File: config.mk
export PLATFORM = sky130hd
export DESIGN_NAME = video_bar_ref
export DESIGN_NICKNAME = d
export VERILOG_FILES = /design/src/rtl/video_pkg.sv /design/src/rtl/video_bar_ref.sv
export SDC_FILE = /design/constraint.sdc
export NUM_CORES = 1
export LEC_CHECK = 0
export ABC_AREA = 1
export CAP_MARGIN = 20
export CORE_AREA = 2 2 39 41
export DETAILED_ROUTE_END_ITERATION = 8
export DIE_AREA = 0 0 41 43
export PLACE_DENSITY = 0.7
export RECOVER_POWER = 100
export SLEW_MARGIN = 20
export SYNTH_ARGS = -nofsm -noshare
export SYNTH_HDL_FRONTEND = slang
export SYNTH_SLANG_ARGS = --single-unit
File: constraint.sdc
create_clock -name vclk -period 3.1
set_clock_uncertainty 0.1 [all_clocks]
set_input_delay 0.62 -clock vclk [all_inputs]
set_output_delay 0.62 -clock vclk [all_outputs]
set_load 0.05 [all_outputs]
File: src/rtl/video_pkg.sv
// Shared definitions for the 720p colour-bar test-pattern path (generator and checker).
package video_pkg;

    localparam int unsigned H_ACTIVE_720P = 1280;
    localparam int unsigned V_ACTIVE_720P = 720;
    localparam int unsigned BAR1_END_DEF  = 427;
    localparam int unsigned BAR2_END_DEF  = 853;

    localparam logic [23:0] COLOR_BLUE  = 24'h0000FF;
    localparam logic [23:0] COLOR_GREEN = 24'h00FF00;
    localparam logic [23:0] COLOR_RED   = 24'hFF0000;

    typedef enum logic {
        WAIT_SOF = 1'b0,
        IN_FRAME = 1'b1
    } rx_state_e;

endpackage

File: src/rtl/video_bar_ref.sv
// Combinational reference for the three-bar pattern: pixel column -> expected {R,G,B}.
module video_bar_ref
    import video_pkg::*;
#(
    parameter int unsigned XW       = 11,
    parameter int unsigned BAR1_END = BAR1_END_DEF,
    parameter int unsigned BAR2_END = BAR2_END_DEF
) (
    input  logic [XW-1:0] x_i,
    output logic [23:0]   color_o
);

    always_comb begin
        if (32'(x_i) < BAR1_END) begin
            color_o = COLOR_BLUE;
        end else if (32'(x_i) < BAR2_END) begin
            color_o = COLOR_GREEN;
        end else begin
            color_o = COLOR_RED;
        end
    end

endmodule

==> results of run 1 <==
## power by group through the flow
stage / Combinational, mW / Sequential [mW] / Clock, mW
6_report: 0.213 / 0 / 0
5_1_grt: 0.222 / 0 / 0
4_1_cts: 0.215 / 0 / 0
3_5_place_dp: 0.215 / 0 / 0
3_3_place_gp: 0.213 / 0 / 0
2_1_floorplan: 0.121 / 0 / 0
## cell usage in the layout, fill, tap and decap left out
cell type	instances
buf_12	24
clkdlybuf4s50_1	11
nand2_1	10
inv_1	6
nand3_1	4
nor2_2	3
nor2_1	3
inv_2	2
a21oi_1	2
buf_4	2
o21a_1	1
o21ai_0	1
nor2_4	1
clkbuf_2	1
## cell families (layout without fill, tap and decap cells)
| group | count (synthesis) | count (layout) | synth area share (%) |
|---|---|---|---|
| buf+inv | 29 | 46 | 61.73 |
| compound gates | 4 | 4 | 7.407 |
| simple gates | 21 | 21 | 30.86 |
## per-layer routing
metal	wire (um)	vias to the layer above
met2	380	26
met1	263	144
met3	80	2
met4	10	0
met5	0	-
li1	-	176
## tightest hold or removal path, delay by kind of cell
| family | cells | cell delay, ns |
|---|---|---|
| simple gates | 2 | 0.19 |
| compound gates | 1 | 0.11 |
| buf+inv | 3 | 0.84 |
## cell type report
type / count / area, um2 / share of cell area, %
multi-input cells: 25 / 121.4 / 15.52
well taps: 16 / 20.02 / 2.560
repair buffers: 38 / 610.6 / 78.08
inverters: 8 / 30.03 / 3.840
## stage by stage
step	power (mW)	utilization [%]	cells	cell area, um2
floorplan	0.1215	-	54	309.0
global placement	0.2134	56.69	87	784.5
detailed placement	0.2147	56.69	87	784.5
CTS	0.2149	56.69	87	784.5
global route	0.2218	56.51	87	782.0
finish	0.2127	56.51	87	782.0
## worst max-delay path by stage
| stage | from | endpoint | depth (start not counted) |
|---|---|---|---|
| 2_1_floorplan | x_i[1] | color_o[10] | 5 |
| 6_report | x_i[6] | color_o[2] | 8 |
| 5_1_grt | x_i[6] | color_o[3] | 8 |
| 3_5_place_dp | x_i[5] | color_o[11] | 9 |
| 4_1_cts | x_i[5] | color_o[11] | 9 |
| 3_3_place_gp | x_i[4] | color_o[21] | 7 |
==> summary.md, run 1 <==
| Metric | Value |
|---|---|
| Vias in the first global route | `315` |
| Synth Net Count | `65` |
| Post-CTS Setup Inserts | `0` |
| I/O pin count | `35` |
| Hold EP | `color_o[18]` |
| Worst Tran Pin Value | `0.4361 ns` |
| CP delay by family, top | `buffers and inverters` |
| Mapped Cells | `54` |
| Core Box Area | `1384 um2` |
| Comb pwr share | `100.0%` |
| Share of the synthesized area in the top cell type | `51.85%` |
| Largest net degree at the start of global routing | `9` |
| RSZ-0062 raised after global routing | `false` |
| Slowest cell on crit path | `clkdlybuf4s50_1` |
| Clk pwr share | `0%` |
| Met1 global-route usage | `11.39%` |
| Total grt overflow | `0` |
| ANT nets after route | `0` |
| Syn-to-layout area delta | `157.2%` |
| Register share of total power | `0%` |
| Worst EP required | `2.38 ns` |
| Rel. slew slack | `71.05%` |
| Final period utilization | `91.88%` |
| Fin crit period | `2.848 ns` |
| Max_cap viols | `0` |
| Die Wd | `41 um` |
| Mean Syn Cell Area | `5.630 um2` |
| Die height | `43 um` |
| Worst Hold Slack | `2.272 ns` |
| Bufs and invs on worst path | `4` |
| Static leakage | `0.3640 nW` |
| Layout clock buffers | `0` |
| Ranking of synthesized cells by area | `buf_4, nand2_1, nor2_2` |
| CP Capture Type | `primary output` |
| Wirelength per Cell | `8.437 um` |
| CP cell instances | `clkdlybuf4s50_1 > inv_1 > nand2_1 > nand2_1 > nand3_1 > nor2_2 > clkbuf_2 > buf_12` |
| Count of cell types in the netlist | `10` |
| Switching share of power | `53.57%` |
| Die ar. | `1763 um2` |
| Mapped cell area | `304.0 um2` |
| Vias per cell | `4.000` |
| Cts repair resizes | `0` |
| Worst EP arrival | `2.13 ns` |
| Final #Nets | `84` |
| First-pass GRT wire length | `1262 um` |
| DP Worst Slack | `0.3566 ns` |
| Final Slew Violations | `0` |
| Sequential cell count | `0` |
| FP Rows | `14` |
| GR Util met3 | `0.5236%` |
| P_sw | `0.1140 mW` |
| Total track usage | `9.291%` |
| Reg area | `0 um2` |
| Starting Density | `21.97%` |
| Drt first-iter violations | `2` |
| Worst-path maximum fanout | `8` |
| Fraction of the yosys area taken by sequential cells | `0%` |
| Crit Path Class | `in -> out` |
| Port-buffer cells | `35` |
| DRC | `0` |
| GR peak layer | `met2` |
| TritonRoute pass-1 iters | `4` |
| Final setup TNS | `0 ns` |
| Fmax | `351.1 MHz` |
| Slowest stage delay, CP | `0.46 ns` |
| Hold path cells | `6` |
| Peak supply drop | `0.09348 mV` |
| Yosys top cell by area | `buf_4` |
| Final setup fails | `0` |
| Critical Path Most Common Cell | `nand2_1` |
| Via count | `348` |
| Pwr/cell area | `272.0 nW/um2` |
| Initial antenna violation count | `0` |
| HP Start | `x_i[2]` |
| Total wire length | `734 um` |
| Pint | `0.09875 mW` |
| Final Hold Fails | `0` |
| CP startpoint kind | `primary input` |
| Post-synth top cells | `buf_4, nand2_1, inv_1` |
| FILL cells | `121` |
| Layout cells sized above 1 | `46.48%` |
| Routability cong. | `0.7462` |
| Inserted Diodes | `0` |
| Min-Delay Path Class | `in -> out` |
| DP HPWL | `698.9 um` |
| Met2 GRT Util | `16.88%` |
| Most common cell in the netlist | `buf_4` |
| Yosys warns | `0` |
| Status | `finished clean` |
| Cts hold-fix bufs | `0` |
| Setup WS post-layout | `0.2516 ns` |
Note: power is estimated with default switching activity, not from simulation.
==> inputs of run 2 (changes only) <==
CELL_PAD_IN_SITES_DETAIL_PLACEMENT = 0   (was not set)
CELL_PAD_IN_SITES_GLOBAL_PLACEMENT = 2   (was not set)
CORE_AREA = not set   (was 2 2 39 41)
CORE_UTILIZATION = 10   (was not set)
DIE_AREA = not set   (was 0 0 41 43)
GPL_ROUTABILITY_DRIVEN = 1   (was not set)
PLACE_DENSITY = not set   (was 0.7)
PLACE_DENSITY_LB_ADDON = 0.1   (was not set)
clock period = 2.5 ns   (was 3.1 ns; I/O delays follow)
==> run 2 against run 1 <==
The run now ends with DRC left. Final cell count grew 18%. Sequential share of layout area unchanged. Via count is 4.0% lower. Critical path depth unchanged. Clock-buffer cell count did not move. Die area is 85% higher. Non-clock buffer count increased by 1. Largest power group unchanged.
==> summary.md, run 2 (synthesis gave the netlist of run 1 again) <==
| Metric | Value |
|---|---|
| Register share of total power | `0% (unchanged)` |
| DP Area | `840.8 um2 (+7.2%)` |
| Most common cell after layout, fill and taps aside | `buf_12` |
| Switching share of power | `55.51% (+1.9 points)` |
| Inserted Diodes | `0 (unchanged)` |
| Hold EP | `color_o[16]` |
| Most frequent cells in the layout | `buf_12, nand2_1, buf_6, clkdlybuf4s50_1` |
| First-pass GRT wire length | `1228 um (-2.7%)` |
| Status | `finished, violations left` |
| Vias in the first global route | `282 (-10%)` |
| ANT nets after route | `0 (unchanged)` |
| Drt first-iter violations | `14 (+12)` |
| Rel. slew slack | `89.63% (+19 points)` |
| Final Hold Fails | `0 (unchanged)` |
| DP Worst Slack | `0.04586 ns (-0.3108 ns)` |
| Fmax | `416.4 MHz` |
| I/O pin count | `35 (unchanged)` |
| Layout cells sized above 1 | `51.39% (+4.9 points)` |
| Via count | `334 (-4.0%)` |
| Reg area | `0 um2 (unchanged)` |
| FP Rows | `19 (+5)` |
| Post-route design area | `779.5 um2 (-0.32%)` |
| Vias per cell | `3.243 (-19%)` |
| Setup WS post-layout | `0.09845 ns (-0.1531 ns)` |
| Comb pwr share | `100.0% (about the same)` |
| Layout clock buffers | `0 (unchanged)` |
| Final period utilization | `96.06%` |
| Total power | `0.2542 mW (+19%)` |
| DRC | `6 (+6)` |
| Syn-to-layout area delta | `156.4%` |
| RSZ-0062 raised after global routing | `false` |
| Starting Density | `10.75% (-11 points)` |
| Total wire length | `860 um (+17%)` |
| Initial antenna violation count | `0 (unchanged)` |
| Peak supply drop | `0.09043 mV (-3.3%)` |
| FILL cells | `303 (+150%)` |
| Min-Delay Path Class | `in -> out` |
| CP startpoint kind | `primary input` |
| Final setup TNS | `0 ns (unchanged)` |
| DP HPWL | `764 um (+9.3%)` |
| Worst EP required | `1.90 ns (-0.48 ns)` |
| Layout Utilization | `27.55% (-29 points)` |
| Placed Instances | `103 (+18%)` |
| Crit Path Class | `in -> out` |
| Core Box Area | `2829 um2 (+100%)` |
| HP Start | `x_i[3]` |
| Worst-path maximum fanout | `8 (unchanged)` |
| Pwr/cell area | `326.1 nW/um2 (+20%)` |
| Failing checks | `DRC` |
| TritonRoute pass-1 iters | `6 (+2)` |
| Die Wd | `57.14 um (+39%)` |
| Worst Tran Pin Value | `0.1540 ns (-0.2821 ns)` |
| Total grt overflow | `0 (unchanged)` |
| Routability cong. | `0.6253 (-16%)` |
| P_sw | `0.1411 mW (+24%)` |
| Max_cap viols | `0 (unchanged)` |
| Largest net degree at the start of global routing | `9 (unchanged)` |
| Pint | `0.1131 mW (+15%)` |
| Non-filler instance count after layout | `103 (+18%)` |
| Worst Hold Slack | `1.651 ns (-0.6211 ns)` |
| Worst EP arrival | `1.80 ns (-0.33 ns)` |
| Hold path cells | `7 (+1)` |
| Total track usage | `4.494% (-4.8 points)` |
| Die height | `57.14 um (+33%)` |
| Wirelength per Cell | `8.350 um (-1.0%)` |
| Final #Nets | `85 (+1.2%)` |
| Clk pwr share | `0% (unchanged)` |
| Final setup fails | `0 (unchanged)` |
| Sequential cell count | `0 (unchanged)` |
| Final Slew Violations | `0 (unchanged)` |
| Multi-input combinational cell area | `133.9 um2 (+10%)` |
| Static leakage | `0.3974 nW (+9.2%)` |
| Fin crit period | `2.402 ns` |
| Die ar. | `3265 um2 (+85%)` |
| Port-buffer cells | `35 (unchanged)` |
| CP Capture Type | `primary output` |
| Cts hold-fix bufs | `0 (unchanged)` |
## run 2: changes by cell type in the layout (fill, tap and decap cells not counted), moves of 5 or more
cell / change
dlymetal6s2s_1: +5
buf_6: +9
clkdlybuf4s50_1: -5
buf_12: -7
## run 2: how the worst max path moves through the flow
stage / start / endpoint / depth (start not counted) / slack, ns
final: x_i[4] / color_o[14] / 8 / 0.1
after global routing: x_i[9] / color_o[8] / 8 / 0.007
after CTS: x_i[6] / color_o[7] / 8 / 0.04
after detailed placement: x_i[6] / color_o[7] / 8 / 0.05
after global placement: x_i[4] / color_o[1] / 8 / 0.03
after floorplan: x_i[1] / color_o[10] / 5 / 0.04
## run 2: worst max-delay path, stage by stage
cell	delay, ns
clkdlybuf4s50_1	0.45
nor2_1	0.11
nand3_1	0.09
nor2_2	0.15
nor2_4	0.07
nor2_4	0.12
buf_12	0.16
buf_12	0.14
## run 2: power by group through the flow
stage	registers (mW)	clock network [mW]	logic [mW]
final	0	0	0.254
after floorplan	0	0	0.151
after CTS	0	0	0.279
after detailed placement	0	0	0.279
after global routing	0	0	0.264
after global placement	0	0	0.279
## run 2: area by class of cell
| type | count | share of cell area, % |
|---|---|---|
| multi-input combinational | 25 | 17.17 |
| inverter | 8 | 3.852 |
| timing repair buffer | 39 | 74.00 |
| tap | 31 | 4.976 |
## run 2: layer usage
| metal | share of wire, % | track usage, % |
|---|---|---|
| met2 | 49 | 8.235 |
| met5 | 0 | 0 |
| met4 | 0 | 0 |
| met1 | 43 | 6.181 |
| met3 | 7.8 | 0.2268 |
## run 2: timing repair
action,in CTS,in global routing
buffers inserted,0,0
resized for setup,0,9
setup endpoints to repair,0,16
==> inputs of run 3 (changes only) <==
CORE_ASPECT_RATIO = 0.9   (was not set)
==> run 3 against run 2 <==
The flow now finishes without violations. Non-clock buffer count shrank 1. Die area about the same. Critical path depth unchanged. Utilization fell by 0.44 points. Final cell count increased by 7.8%. Sequential cell count unchanged. Critical endpoint unchanged. Maximum frequency rose by 0.55%. Sequential share of layout area is the same. Power down 2.5%. Clock-buffer cell count unchanged. Hold slack lost 0.019 ns. Worst setup slack improved by 0.013 ns.
==> summary.md, run 3 (synthesis gave the netlist of run 1 again) <==
| Metric | Value |
|---|---|
| ANT nets after route | `0 (unchanged)` |
| Final period utilization | `95.54% (-0.52 points)` |
| Post-CTS Setup Inserts | `0 (unchanged)` |
| Vias in the first global route | `259 (-8.2%)` |
| Peak supply drop | `0.08401 mV (-7.1%)` |
| CP startpoint kind | `primary input` |
| Met2 GRT Util | `7.509% (-0.73 points)` |
| Starting Density | `10.80% (+0.053 points)` |
| Wirelength per Cell | `7.261 um (-13%)` |
| DP HPWL | `729.1 um (-4.6%)` |
| Bufs and invs on worst path | `3 (unchanged)` |
| CP delay by family, top | `buffers and inverters` |
| Sequential cell count | `0 (unchanged)` |
| GR Util met3 | `0.2364% (+0.0096 points)` |
| Layout cells sized above 1 | `50.70% (-0.68 points)` |
| Rel. slew slack | `88.24% (-1.4 points)` |
| Fmax | `418.7 MHz (+0.55%)` |
| DP Area | `857.1 um2 (+1.9%)` |
| Final #Nets | `84 (-1.2%)` |
| Fin crit period | `2.388 ns (-0.01306 ns)` |
| FP Rows | `18 (-1)` |
| Die Wd | `60.12 um (+5.2%)` |
| Hold path cells | `8 (+1)` |
| Total track usage | `3.792% (-0.70 points)` |
| Layout clock buffers | `0 (unchanged)` |
| Total wire length | `806 um (-6.3%)` |
| Slowest cell on crit path | `clkdlybuf4s50_1` |
| Port-buffer cells | `35 (unchanged)` |
| TritonRoute pass-1 iters | `2 (-4)` |
| Pwr/cell area | `324.7 nW/um2 (-0.42%)` |
| Worst Tran Pin Value | `0.1763 ns (+0.02235 ns)` |
| Static leakage | `0.3863 nW (-2.8%)` |
| Die height | `54.31 um (-5.0%)` |
| Largest net degree at the start of global routing | `9 (unchanged)` |
| Worst-path maximum fanout | `8 (unchanged)` |
| Min-Delay Path Class | `in -> out` |
| Routability cong. | `0.6682 (+6.9%)` |
| Final setup TNS | `0 ns (unchanged)` |
| Cts repair resizes | `0 (unchanged)` |
| Vias per cell | `2.856 (-12%)` |
| Final Hold Fails | `0 (unchanged)` |
| Initial antenna violation count | `0 (unchanged)` |
| Crit Path Class | `in -> out` |
| Final setup fails | `0 (unchanged)` |
| Via count | `317 (-5.1%)` |
| Hold EP | `color_o[3]` |
| HP Start | `x_i[5]` |
| Met1 global-route usage | `4.716% (-1.5 points)` |
| Core Box Area | `2815 um2 (-0.49%)` |
| CP Capture Type | `primary output` |
| Die ar. | `3265 um2 (about the same)` |
| DRC | `0 (-6)` |
| RSZ-0062 raised after global routing | `false` |
| CP cell instances | `clkdlybuf4s50_1 > nor2_1 > nand3_1 > nor2_2 > nor2_4 > nor2_4 > buf_12 > buf_12` |
| Reg area | `0 um2 (unchanged)` |
| Post-route design area | `763.2 um2 (-2.1%)` |
| Worst Hold Slack | `1.632 ns (-0.01881 ns)` |
| Most common cell after layout, fill and taps aside | `buf_12` |
| GR peak layer | `met2` |
| Drt first-iter violations | `5 (-9)` |
| Cts hold-fix bufs | `0 (unchanged)` |
| I/O pin count | `35 (unchanged)` |
| Total grt overflow | `0 (unchanged)` |
| Syn-to-layout area delta | `151.0%` |
| CP Depth | `8 (unchanged)` |
| Worst EP required | `1.90 ns (about the same)` |
| Final Slew Violations | `0 (unchanged)` |
| Status | `finished clean` |
| Layout Utilization | `27.11% (-0.44 points)` |
| FILL cells | `327 (+7.9%)` |
| Most frequent cells in the layout | `buf_12, buf_6, nand2_1, clkdlybuf4s50_1` |
| Max_cap viols | `0 (unchanged)` |
| Worst EP arrival | `1.79 ns (about the same)` |
| Slowest stage delay, CP | `0.45 ns (about the same)` |
| Inserted Diodes | `0 (unchanged)` |
| First-pass GRT wire length | `1014 um (-17%)` |
-- run 3: layout make-up --
class	count	area, um2	share of cell area (%)
Timing Repair Buffer	38	549.3	71.97
Multi-Input combinational cell	25	133.9	17.54
Inverter	8	30.03	3.934
Tap cell	40	50.05	6.557
-- run 3: layer usage --
layer | vias to the layer above | share of wire [%]
li1 | 175 | -
met1 | 127 | 46
met2 | 15 | 45
met3 | 0 | 8.4
met4 | 0 | 0
met5 | - | 0
-- run 3: stage by stage --
| step | power [mW] | setup WS (ns) | instances |
|---|---|---|---|
| 2_1_floorplan | 0.1512 | 0.04271 | 54 |
| 3_3_place_gp | 0.2807 | 0.04405 | 111 |
| 3_5_place_dp | 0.2800 | 0.06472 | 111 |
| 4_1_cts | 0.2803 | 0.06074 | 111 |
| 5_1_grt | 0.2576 | 0.005074 | 111 |
| 6_report | 0.2478 | 0.1115 | 111 |
-- run 3: how the worst max path moves through the flow --
stage | startpoint | endpoint | slack [ns]
final | x_i[4] | color_o[14] | 0.11
after global routing | x_i[9] | color_o[15] | 0.005
after CTS | x_i[5] | color_o[14] | 0.06
after detailed placement | x_i[6] | color_o[14] | 0.06
after global placement | x_i[4] | color_o[15] | 0.04
after floorplan | x_i[1] | color_o[10] | 0.04
-- run 3: power by group --
part / internal [mW] / leakage (nW) / switching [mW]
registers: 0 / 0 / 0
clock network: 0 / 0 / 0
logic: 0.108 / 0.386 / 0.140
total: 0.108 / 0.386 / 0.140
